==> config.mk <==
export PLATFORM = sky130hd
export DESIGN_NAME = fetch_stage_ctrl_flat
export DESIGN_NICKNAME = d
export VERILOG_FILES = /design/src/rtl/fetch_stage_ctrl_if.sv /design/src/rtl/fetch_stage_ctrl.sv /design/src/flat_wrapper.sv
export SDC_FILE = /design/constraint.sdc
export NUM_CORES = 1
export LEC_CHECK = 0
export ABC_AREA = 1
export BUFFER_PORTS_ARGS = -buffer_cell sky130_fd_sc_hd__buf_4
export CELL_PAD_IN_SITES_DETAIL_PLACEMENT = 0
export CELL_PAD_IN_SITES_GLOBAL_PLACEMENT = 1
export CORE_MARGIN = 3
export CORE_UTILIZATION = 38
export DETAILED_ROUTE_END_ITERATION = 7
export HOLD_SLACK_MARGIN = 0.02
export PLACE_DENSITY_LB_ADDON = 0.1
export SYNTH_ARGS = -nofsm -noshare
export SYNTH_HDL_FRONTEND = slang
export SYNTH_SLANG_ARGS = --single-unit
==> constraint.sdc <==
create_clock -name i_clk -period 3.4 [get_ports i_clk]
set_input_delay 0.85 -clock i_clk [delete_from_list [all_inputs] [get_ports i_clk]]
set_output_delay 0.85 -clock i_clk [all_outputs]
set_load 0.005 [all_outputs]
==> src/rtl/fetch_stage_ctrl_if.sv <==
// Fetch-stage control/data bundle between hazard unit, imem and the fetch stage.
// FETCH_COUNT_EN adds the o_fetch_count observation port.
interface fetch_stage_ctrl_if;
  logic        i_enable;
  logic        i_stall;
  logic        i_flush;
  logic        i_halt;
  logic        i_redirect_valid;
  logic [31:0] i_redirect_pc;
  logic [31:0] i_imem_data;
  logic [31:0] o_imem_addr;
  logic [31:0] o_if_id_instr;
  logic [31:0] o_if_id_pc_plus4;
  logic        o_if_id_valid;
  logic        o_halted;
`ifdef FETCH_COUNT_EN
  logic [31:0] o_fetch_count;
`endif

  modport master (
    output i_enable, i_stall, i_flush, i_halt, i_redirect_valid, i_redirect_pc, i_imem_data,
    input  o_imem_addr, o_if_id_instr, o_if_id_pc_plus4, o_if_id_valid, o_halted
`ifdef FETCH_COUNT_EN
    , input o_fetch_count
`endif
  );

  modport slave (
    input  i_enable, i_stall, i_flush, i_halt, i_redirect_valid, i_redirect_pc, i_imem_data,
    output o_imem_addr, o_if_id_instr, o_if_id_pc_plus4, o_if_id_valid, o_halted
`ifdef FETCH_COUNT_EN
    , output o_fetch_count
`endif
  );
endinterface

==> src/rtl/fetch_stage_ctrl.sv <==
// Instruction-fetch stage: PC, imem addressing, IF/ID register and halt/drain sequencer.
// Optional FETCH_COUNT_EN adds a 32-bit count of valid IF/ID loads.
module fetch_stage_ctrl #(
  parameter logic [31:0] RESET_PC     = 32'h0000_0000,
  parameter int          DRAIN_CYCLES = 4,
  parameter logic [31:0] NOP_INSTR    = 32'h0000_0000
) (
  input logic              i_clk,
  input logic              i_rst_n,
  fetch_stage_ctrl_if.slave bus
);
  localparam int CNT_W = $clog2(DRAIN_CYCLES + 1);
  localparam logic [CNT_W-1:0] CNT_LAST = CNT_W'(DRAIN_CYCLES - 1);

  typedef enum logic [1:0] {RUN, DRAIN, HALTED} state_e;

  state_e            state_q, state_d;
  logic [CNT_W-1:0]  cnt_q, cnt_d;
  logic [31:0]       pc_q, pc_d;
  logic [31:0]       instr_q, instr_d;
  logic [31:0]       pc4_q, pc4_d;
  logic              valid_q, valid_d;
  logic              halted_q, halted_d;
  logic [31:0]       fcnt_q, fcnt_d;
  logic [31:0]       pc_plus4;

  assign pc_plus4 = pc_q + 32'd4;

  always_comb begin
    state_d  = state_q;
    cnt_d    = cnt_q;
    pc_d     = pc_q;
    instr_d  = instr_q;
    pc4_d    = pc4_q;
    valid_d  = valid_q;
    halted_d = halted_q;
    fcnt_d   = fcnt_q;
    if (bus.i_enable) begin
      // halted is a registered copy of the HALTED state, so it lags entry by one cycle
      halted_d = halted_q | (state_q == HALTED);
      unique case (state_q)
        RUN: begin
          if (bus.i_flush) begin
            instr_d = NOP_INSTR;
            valid_d = 1'b0;
            pc_d    = bus.i_redirect_valid ? bus.i_redirect_pc : pc_plus4;
          end else if (bus.i_stall) begin
            pc_d = pc_q;
          end else if (bus.i_halt) begin
            instr_d = NOP_INSTR;
            valid_d = 1'b0;
            cnt_d   = '0;
            state_d = DRAIN;
          end else begin
            instr_d = bus.i_imem_data;
            pc4_d   = pc_plus4;
            valid_d = 1'b1;
            pc_d    = bus.i_redirect_valid ? bus.i_redirect_pc : pc_plus4;
            fcnt_d  = fcnt_q + 32'd1;
          end
        end
        DRAIN: begin
          instr_d = NOP_INSTR;
          valid_d = 1'b0;
          cnt_d   = cnt_q + CNT_W'(1);
          if (cnt_q == CNT_LAST) state_d = HALTED;
        end
        default: begin
          instr_d = NOP_INSTR;
          valid_d = 1'b0;
        end
      endcase
    end
  end

  always_ff @(posedge i_clk or negedge i_rst_n) begin
    if (!i_rst_n) begin
      state_q  <= RUN;
      cnt_q    <= '0;
      pc_q     <= RESET_PC;
      instr_q  <= NOP_INSTR;
      pc4_q    <= '0;
      valid_q  <= 1'b0;
      halted_q <= 1'b0;
      fcnt_q   <= '0;
    end else begin
      state_q  <= state_d;
      cnt_q    <= cnt_d;
      pc_q     <= pc_d;
      instr_q  <= instr_d;
      pc4_q    <= pc4_d;
      valid_q  <= valid_d;
      halted_q <= halted_d;
      fcnt_q   <= fcnt_d;
    end
  end

  assign bus.o_imem_addr      = pc_q;
  assign bus.o_if_id_instr    = instr_q;
  assign bus.o_if_id_pc_plus4 = pc4_q;
  assign bus.o_if_id_valid    = valid_q;
  assign bus.o_halted         = halted_q;
`ifdef FETCH_COUNT_EN
  assign bus.o_fetch_count    = fcnt_q;
`else
  logic unused_fcnt;
  assign unused_fcnt = ^fcnt_q;
`endif
endmodule

==> src/flat_wrapper.sv <==
// flat-port wrapper written by rule: the top's interface ports become plain ports
module fetch_stage_ctrl_flat 
#(
  parameter logic [31:0] RESET_PC     = 32'h0000_0000,
  parameter int          DRAIN_CYCLES = 4,
  parameter logic [31:0] NOP_INSTR    = 32'h0000_0000
)
  (i_clk, i_rst_n, bus_i_enable, bus_i_stall, bus_i_flush, bus_i_halt, bus_i_redirect_valid, bus_i_redirect_pc, bus_i_imem_data, bus_o_imem_addr, bus_o_if_id_instr, bus_o_if_id_pc_plus4, bus_o_if_id_valid, bus_o_halted);
  fetch_stage_ctrl_if bus_i ();
  input logic i_clk;
  input logic i_rst_n;
  input wire logic [$bits(bus_i.i_enable)-1:0] bus_i_enable;
  input wire logic [$bits(bus_i.i_stall)-1:0] bus_i_stall;
  input wire logic [$bits(bus_i.i_flush)-1:0] bus_i_flush;
  input wire logic [$bits(bus_i.i_halt)-1:0] bus_i_halt;
  input wire logic [$bits(bus_i.i_redirect_valid)-1:0] bus_i_redirect_valid;
  input wire logic [$bits(bus_i.i_redirect_pc)-1:0] bus_i_redirect_pc;
  input wire logic [$bits(bus_i.i_imem_data)-1:0] bus_i_imem_data;
  output wire logic [$bits(bus_i.o_imem_addr)-1:0] bus_o_imem_addr;
  output wire logic [$bits(bus_i.o_if_id_instr)-1:0] bus_o_if_id_instr;
  output wire logic [$bits(bus_i.o_if_id_pc_plus4)-1:0] bus_o_if_id_pc_plus4;
  output wire logic [$bits(bus_i.o_if_id_valid)-1:0] bus_o_if_id_valid;
  output wire logic [$bits(bus_i.o_halted)-1:0] bus_o_halted;
  assign bus_i.i_enable = bus_i_enable;
  assign bus_i.i_stall = bus_i_stall;
  assign bus_i.i_flush = bus_i_flush;
  assign bus_i.i_halt = bus_i_halt;
  assign bus_i.i_redirect_valid = bus_i_redirect_valid;
  assign bus_i.i_redirect_pc = bus_i_redirect_pc;
  assign bus_i.i_imem_data = bus_i_imem_data;
  assign bus_o_imem_addr = bus_i.o_imem_addr;
  assign bus_o_if_id_instr = bus_i.o_if_id_instr;
  assign bus_o_if_id_pc_plus4 = bus_i.o_if_id_pc_plus4;
  assign bus_o_if_id_valid = bus_i.o_if_id_valid;
  assign bus_o_halted = bus_i.o_halted;
  fetch_stage_ctrl #(.RESET_PC(RESET_PC), .DRAIN_CYCLES(DRAIN_CYCLES), .NOP_INSTR(NOP_INSTR)) u_core (.i_clk(i_clk), .i_rst_n(i_rst_n), .bus(bus_i));
endmodule
Word-level counts from Yosys, hierarchy flattened
Cells that the tools add are included.
{"block": "op_classes", "add_sub_neg": 2, "n_eq_ne": 10, "mux": 21, "n_bitwise": 4, "n_reduce_logical": 7}
{"operator": "32-bit 2-to-1 mux", "n": 8}
{"operator": "32-bit by 3-bit adder with 32-bit output (second input constant)", "n": 1}
{"operator": "5-bit AND reduction", "n": 2}
{"operator": "3-bit 2-to-1 mux", "n": 3}
{"operator": "2-bit 2-to-1 mux", "n": 4}
{"operator": "2-bit != test (second input constant)", "n": 4}
{"operator": "3-bit one-hot mux with 2 select lines", "n": 1}
{"operator": "6-bit AND reduction", "n": 1}
{"operator": "1-bit 2-to-1 mux", "n": 4}
{"operator": "2-bit by 1-bit != test with 1-bit output (second input constant)", "n": 2}
{"operator": "2-bit one-hot mux with 2 select lines", "n": 1}
{"operator": "4-bit AND reduction", "n": 1}
{"operator": "3-bit by 1-bit adder with 3-bit output (second input constant)", "n": 1}
{"operator": "3-bit by 2-bit equality test with 1-bit output (second input constant)", "n": 1}
{"operator": "3-bit != test (second input constant)", "n": 1}
{"operator": "1-bit NOT", "n": 3}
{"operator": "2-bit by 1-bit equality test with 1-bit output (second input constant)", "n": 1}
{"operator": "2-bit equality test (second input constant)", "n": 1}
{"operator": "2-bit logical NOT", "n": 1}
{"operator": "2-bit AND reduction", "n": 1}
{"operator": "2-bit nonzero test", "n": 1}
{"operator": "1-bit bitwise OR", "n": 1}
{"block": "totals", "regBits": 103, "input_bits": 71, "out_inout_bits": 98, "word_cells": 51}

Logic depth before layout (Yosys ltp)
{"block": "logic_depth", "ltp_word": 5, "ltp_mapped": 10, "mapped_depth_nobuf": 10}

Worst setup path after synthesis
No wires, ideal clock.
{"block": "synth_path", "path_type": "in2reg", "from": "in bus_i_flush", "to": "reg u_core.pc4_q[19] (netlist: u_core.bus.o_if_id_pc_plus4[19])", "setup_ns": 0.118, "arrival_ns": 1.719, "setup_slack_ns": 1.563, "cell_stages": 8, "path_cell_list": "inv_1 -> nand3_1 -> nand2_1 -> nor3_4 -> inv_2 -> buf_2 -> nand2_1 -> nand2_1"}
{"block": "synth_via", "elab_chain_len": 2}
{"item": "from (decl)", "line_no": "flat_wrapper.sv:14", "source": "input wire logic [$bits(bus_i.i_flush)-1:0] bus_i_flush;"}
{"item": "1-bit NOT (no source line)"}
{"item": "5-bit AND reduction (no source line)"}
{"item": "to (signal assigned)", "line_no": "fetch_stage_ctrl.sv:91", "source": "pc4_q <= pc4_d;"}
{"item": "to (decl)", "line_no": "fetch_stage_ctrl.sv:21", "source": "logic [31:0] pc4_q, pc4_d;"}
No other way between the ends.
A chain may end at the register's enable or synchronous reset.

Worst setup path after layout
{"block": "layout_path", "from": "in bus_i_halt", "to": "reg u_core.pc_q[23] (netlist: u_core.bus.o_imem_addr[23])"}
{"block": "layout_via", "elab_chain_len": 2}
{"item": "from (decl)", "line_no": "flat_wrapper.sv:15", "source": "input wire logic [$bits(bus_i.i_halt)-1:0] bus_i_halt;"}
{"item": "2-bit != test (no source line)"}
{"item": "4-bit AND reduction (no source line)"}
{"item": "to (signal assigned)", "line_no": "fetch_stage_ctrl.sv:89", "source": "pc_q <= pc_d;"}
{"item": "to (decl)", "line_no": "fetch_stage_ctrl.sv:19", "source": "logic [31:0] pc_q, pc_d;"}
No other way between the ends.

==> metrics.txt <==
maximum vdd ir drop slightly above 0.0002 V; Area Overhead vs Synth 34.73%; Resized Gates After CTS 0; GRT Util Overall 0.1986; hold_buf cts 0; vias per inst approximately 4.6; TritonRoute pass-1 iters 4; Final nets 915; post-synthesis sequential area ratio 0.5162; Crit path largest cell delay approximately 0.67 ns; CP Launch Point bus_i_halt; clock slew seen by the registers of the worst setup and hold paths ~0.070 ns; Final period util 0.6131; CTS root buffer clkbuf_16; Inserted Diodes 0; gpl congestion ~0.83; count of cell types in the netlist 26; Die H roughly 120 microns; H-tree Lvls 3; Comb power frac 0.043; Final ANT Viol Nets 0; Setup-failing EPs final 0; R2R depth 8; RSZ-0062 raised after global routing no; reg2reg end u_core.bus.o_imem_addr[22]$_DFFE_PN0P_; largest net degree at the start of global routing 64; GR Overflow Total 0; Max Root-Sink Buffers 2; Synth Cell Area roughly 5000 sq um; setup tns final 0 ns; Layout Skew just over 0.007 ns; Sw Share 0.2115; P_int 1.895 mW; Num CTS Buffers 9; Total Power roughly 2.4 mW; P_sw roughly 0.5 mW; # IOs about 170; synthesized area per cell ~7.4 sq um; via count approximately 4700; Tmin final 2.085 ns; drt first-iter violations 224; Clk pwr share 0.447; Max transition margin 0.5209; max-slew violation count 0; global-route wire length before repair ~23000 microns; outcome completed; buffers added on ports roughly 170; Post-Syn Instances between 600 and 700; Core ar. 12720 sq um; synth warn 0; worst r2r src u_core.bus.o_imem_addr[2]$_DFFE_PN0P_; Remaining DRCs 0; initial antenna violation count 0; Final Hold Fails 0; layout cells sized above 1 0.2293; worst hold path type reg -> reg; CP most frequent cell nand3_1; Crit. End Element flip-flop; flop-to-flop setup slack between 1 and 1.5 ns; Setup crit end u_core.bus.o_imem_addr[23]$_DFFE_PN0P_; Least-Margin Pin Slew approximately 0.7 ns; Sequential Power Share 0.510; Sink Count approximately 100; PwrDens between 300 and 400 nW/um^2; Post-Synthesis Net Count 752; Leak around 3.9 nW; final WL 14080 microns; Worst EP required 3.68 ns; CP arrival roughly 2.4 ns; row count 41; DP HPWL between 10000 and 15000 microns; Post-CTS Setup Inserts 0; crit-path max FO 28; Die ar. 14550 sq um; max frequency 0.4797 GHz; Worst Setup Path Type in -> reg; initial core utilization 0.3925; Max-Cap Viols 0; crit path cell chain buf_4 > o21ai_1 > nand3_1 > nor2_4 > nand3_1 > nand2_1; Worst-Skew Late Latency approximately 0.34 ns; #FFs+latches synth about 100; vias in the first global route ~4600; Critical Path Start Type primary input; clock tree from TritonCTS done; wire per inst between 10 and 15 microns; CP max stage cell nor2_4; die boundary width between 100 and 150 microns
==> synth_stat cells (all sizes together) <==
| master | n | area (sq um) |
|---|---|---|
| o21ai | 17 | 85.08 |
| o31ai | 2 | 15.01 |
| xnor2 | 3 | 26.28 |
| nor2 | 45 | 178.9 |
| nand3b | 1 | 7.510 |
| nor3 | 4 | 31.28 |
| a22oi | 1 | 7.510 |
| buf | 17 | 90.08 |
| a31o | 1 | 8.760 |
| ha | 3 | 37.54 |
| clkbuf | 5 | 18.77 |
| o211ai | 1 | 7.510 |
| nand2 | 365 | 1370 |
| xor2 | 12 | 105.1 |
| nand3 | 38 | 190.2 |
| inv | 55 | 206.4 |
| dfrtp | 103 | 2577 |
| a21oi | 1 | 5.000 |
| and2 | 3 | 18.77 |
| nand4 | 1 | 6.260 |
==> per-layer routing <==
metal	part of all wire	vias to the layer above	wire length, microns	global-route usage
li1	-	2393	-	-
met1	0.47	2134	6629	0.2681
met2	0.46	139	6514	0.3269
met3	0.053	13	744	0.03134
met4	0.014	0	196	0.06657
met5	0	-	0	0
==> layout by cell type, fill, tap and decap left out <==
cell	Yosys	final
a21oi_1	1	1
a22oi_1	1	1
a31o_2	1	1
and2_1	3	3
buf_12	0	1
buf_4	2	173
bufinv_16	0	1
clkbuf_1	5	1
clkbuf_16	0	9
clkbuf_8	0	2
clkinv_2	0	1
clkinv_4	0	1
dfrtp_1	103	103
ha_1	3	3
inv_1	54	54
inv_2	1	1
inv_6	0	1
nand2_1	365	365
nand3_1	38	38
nand3b_1	1	1
nand4_1	1	1
nor2_1	43	43
nor2_2	1	1
nor2_4	1	1
nor3_1	3	3
nor3_4	1	1
o211ai_1	1	1
o21ai_0	13	13
o21ai_1	4	4
o31ai_1	2	2
xnor2_1	3	3
xor2_1	12	12
==> kinds of logic after synthesis <==
kind of cell               synth area share
and+or+nand+nor                      0.3611
adders and majority gates          0.007518
xor gates and xnor gates            0.02631
DFF                                  0.5162
AOI/OAI and AO/OA                   0.02581
buffers and inverters               0.06314
==> per-stage QoR <==
step	std cells	hold slack (ns)	worst slack [ns]	utilization	instance area, sq um
after CTS	1018	0.4814	1.309	0.5288	6728
after floorplan	678	0.4459	1.563	-	4994
after global placement	1002	0.4580	1.012	0.5045	6419
after global routing	1018	0.5015	1.102	0.5288	6728
after detailed placement	1002	0.4639	0.9631	0.5045	6419
final	1018	0.4783	1.315	0.5288	6728
==> worst min-delay path by stage <==
stage	slack, ns	to	start	depth (start not counted)
after floorplan	0.45	u_core.cnt_q[1]$_DFFE_PN0P_	u_core.cnt_q[1]$_DFFE_PN0P_	2
after global placement	0.46	u_core.bus.o_if_id_pc_plus4[1]$_DFFE_PN0P_	u_core.bus.o_if_id_pc_plus4[1]$_DFFE_PN0P_	2
after detailed placement	0.46	u_core.bus.o_if_id_pc_plus4[8]$_DFFE_PN0P_	u_core.bus.o_if_id_pc_plus4[8]$_DFFE_PN0P_	2
after CTS	0.48	u_core.bus.o_if_id_pc_plus4[7]$_DFFE_PN0P_	u_core.bus.o_if_id_pc_plus4[7]$_DFFE_PN0P_	2
after global routing	0.50	u_core.bus.o_if_id_instr[4]$_DFFE_PN0P_	u_core.bus.o_if_id_instr[4]$_DFFE_PN0P_	2
final	0.48	u_core.bus.o_if_id_pc_plus4[9]$_DFFE_PN0P_	u_core.bus.o_if_id_pc_plus4[9]$_DFFE_PN0P_	2
==> layout make-up <==
cell class	instances	area, sq um
fill	1291	5995
inverter	55	206.4
timing repair buffer	174	1319
tap	172	215.2
multi-input combinational	498	2101
clock buffer	12	256.5
sequential	103	2577
clock inverter	4	52.55
==> worst max-delay path: cells and delay by family <==
family | cells | cell delay [ns]
AO/OA/AOI/OAI | 1 | 0.14
buffers and inverters | 1 | 0.11
AND/OR/NAND/NOR | 4 | 1.25
==> state kept, by name, indices dropped and copies added (netlist names) <==
register / count
u_core.bus.o_if_id_instr: 32
u_core.bus.o_if_id_pc_plus4: 32
u_core.bus.o_imem_addr: 32
u_core.cnt_q: 3
u_core.state_q: 2
u_core.bus.o_halted: 1
u_core.bus.o_if_id_valid: 1
==> power groups by stage <==
stage / logic, mW / registers [mW] / clock network, mW
after floorplan: 0.00868 / 1.25 / 0
after global placement: 0.104 / 1.25 / 0
after detailed placement: 0.105 / 1.25 / 0
after CTS: 0.106 / 1.23 / 1.11
after global routing: 0.115 / 1.22 / 1.16
final: 0.103 / 1.23 / 1.07
Power figures use the tool's default switching activity.
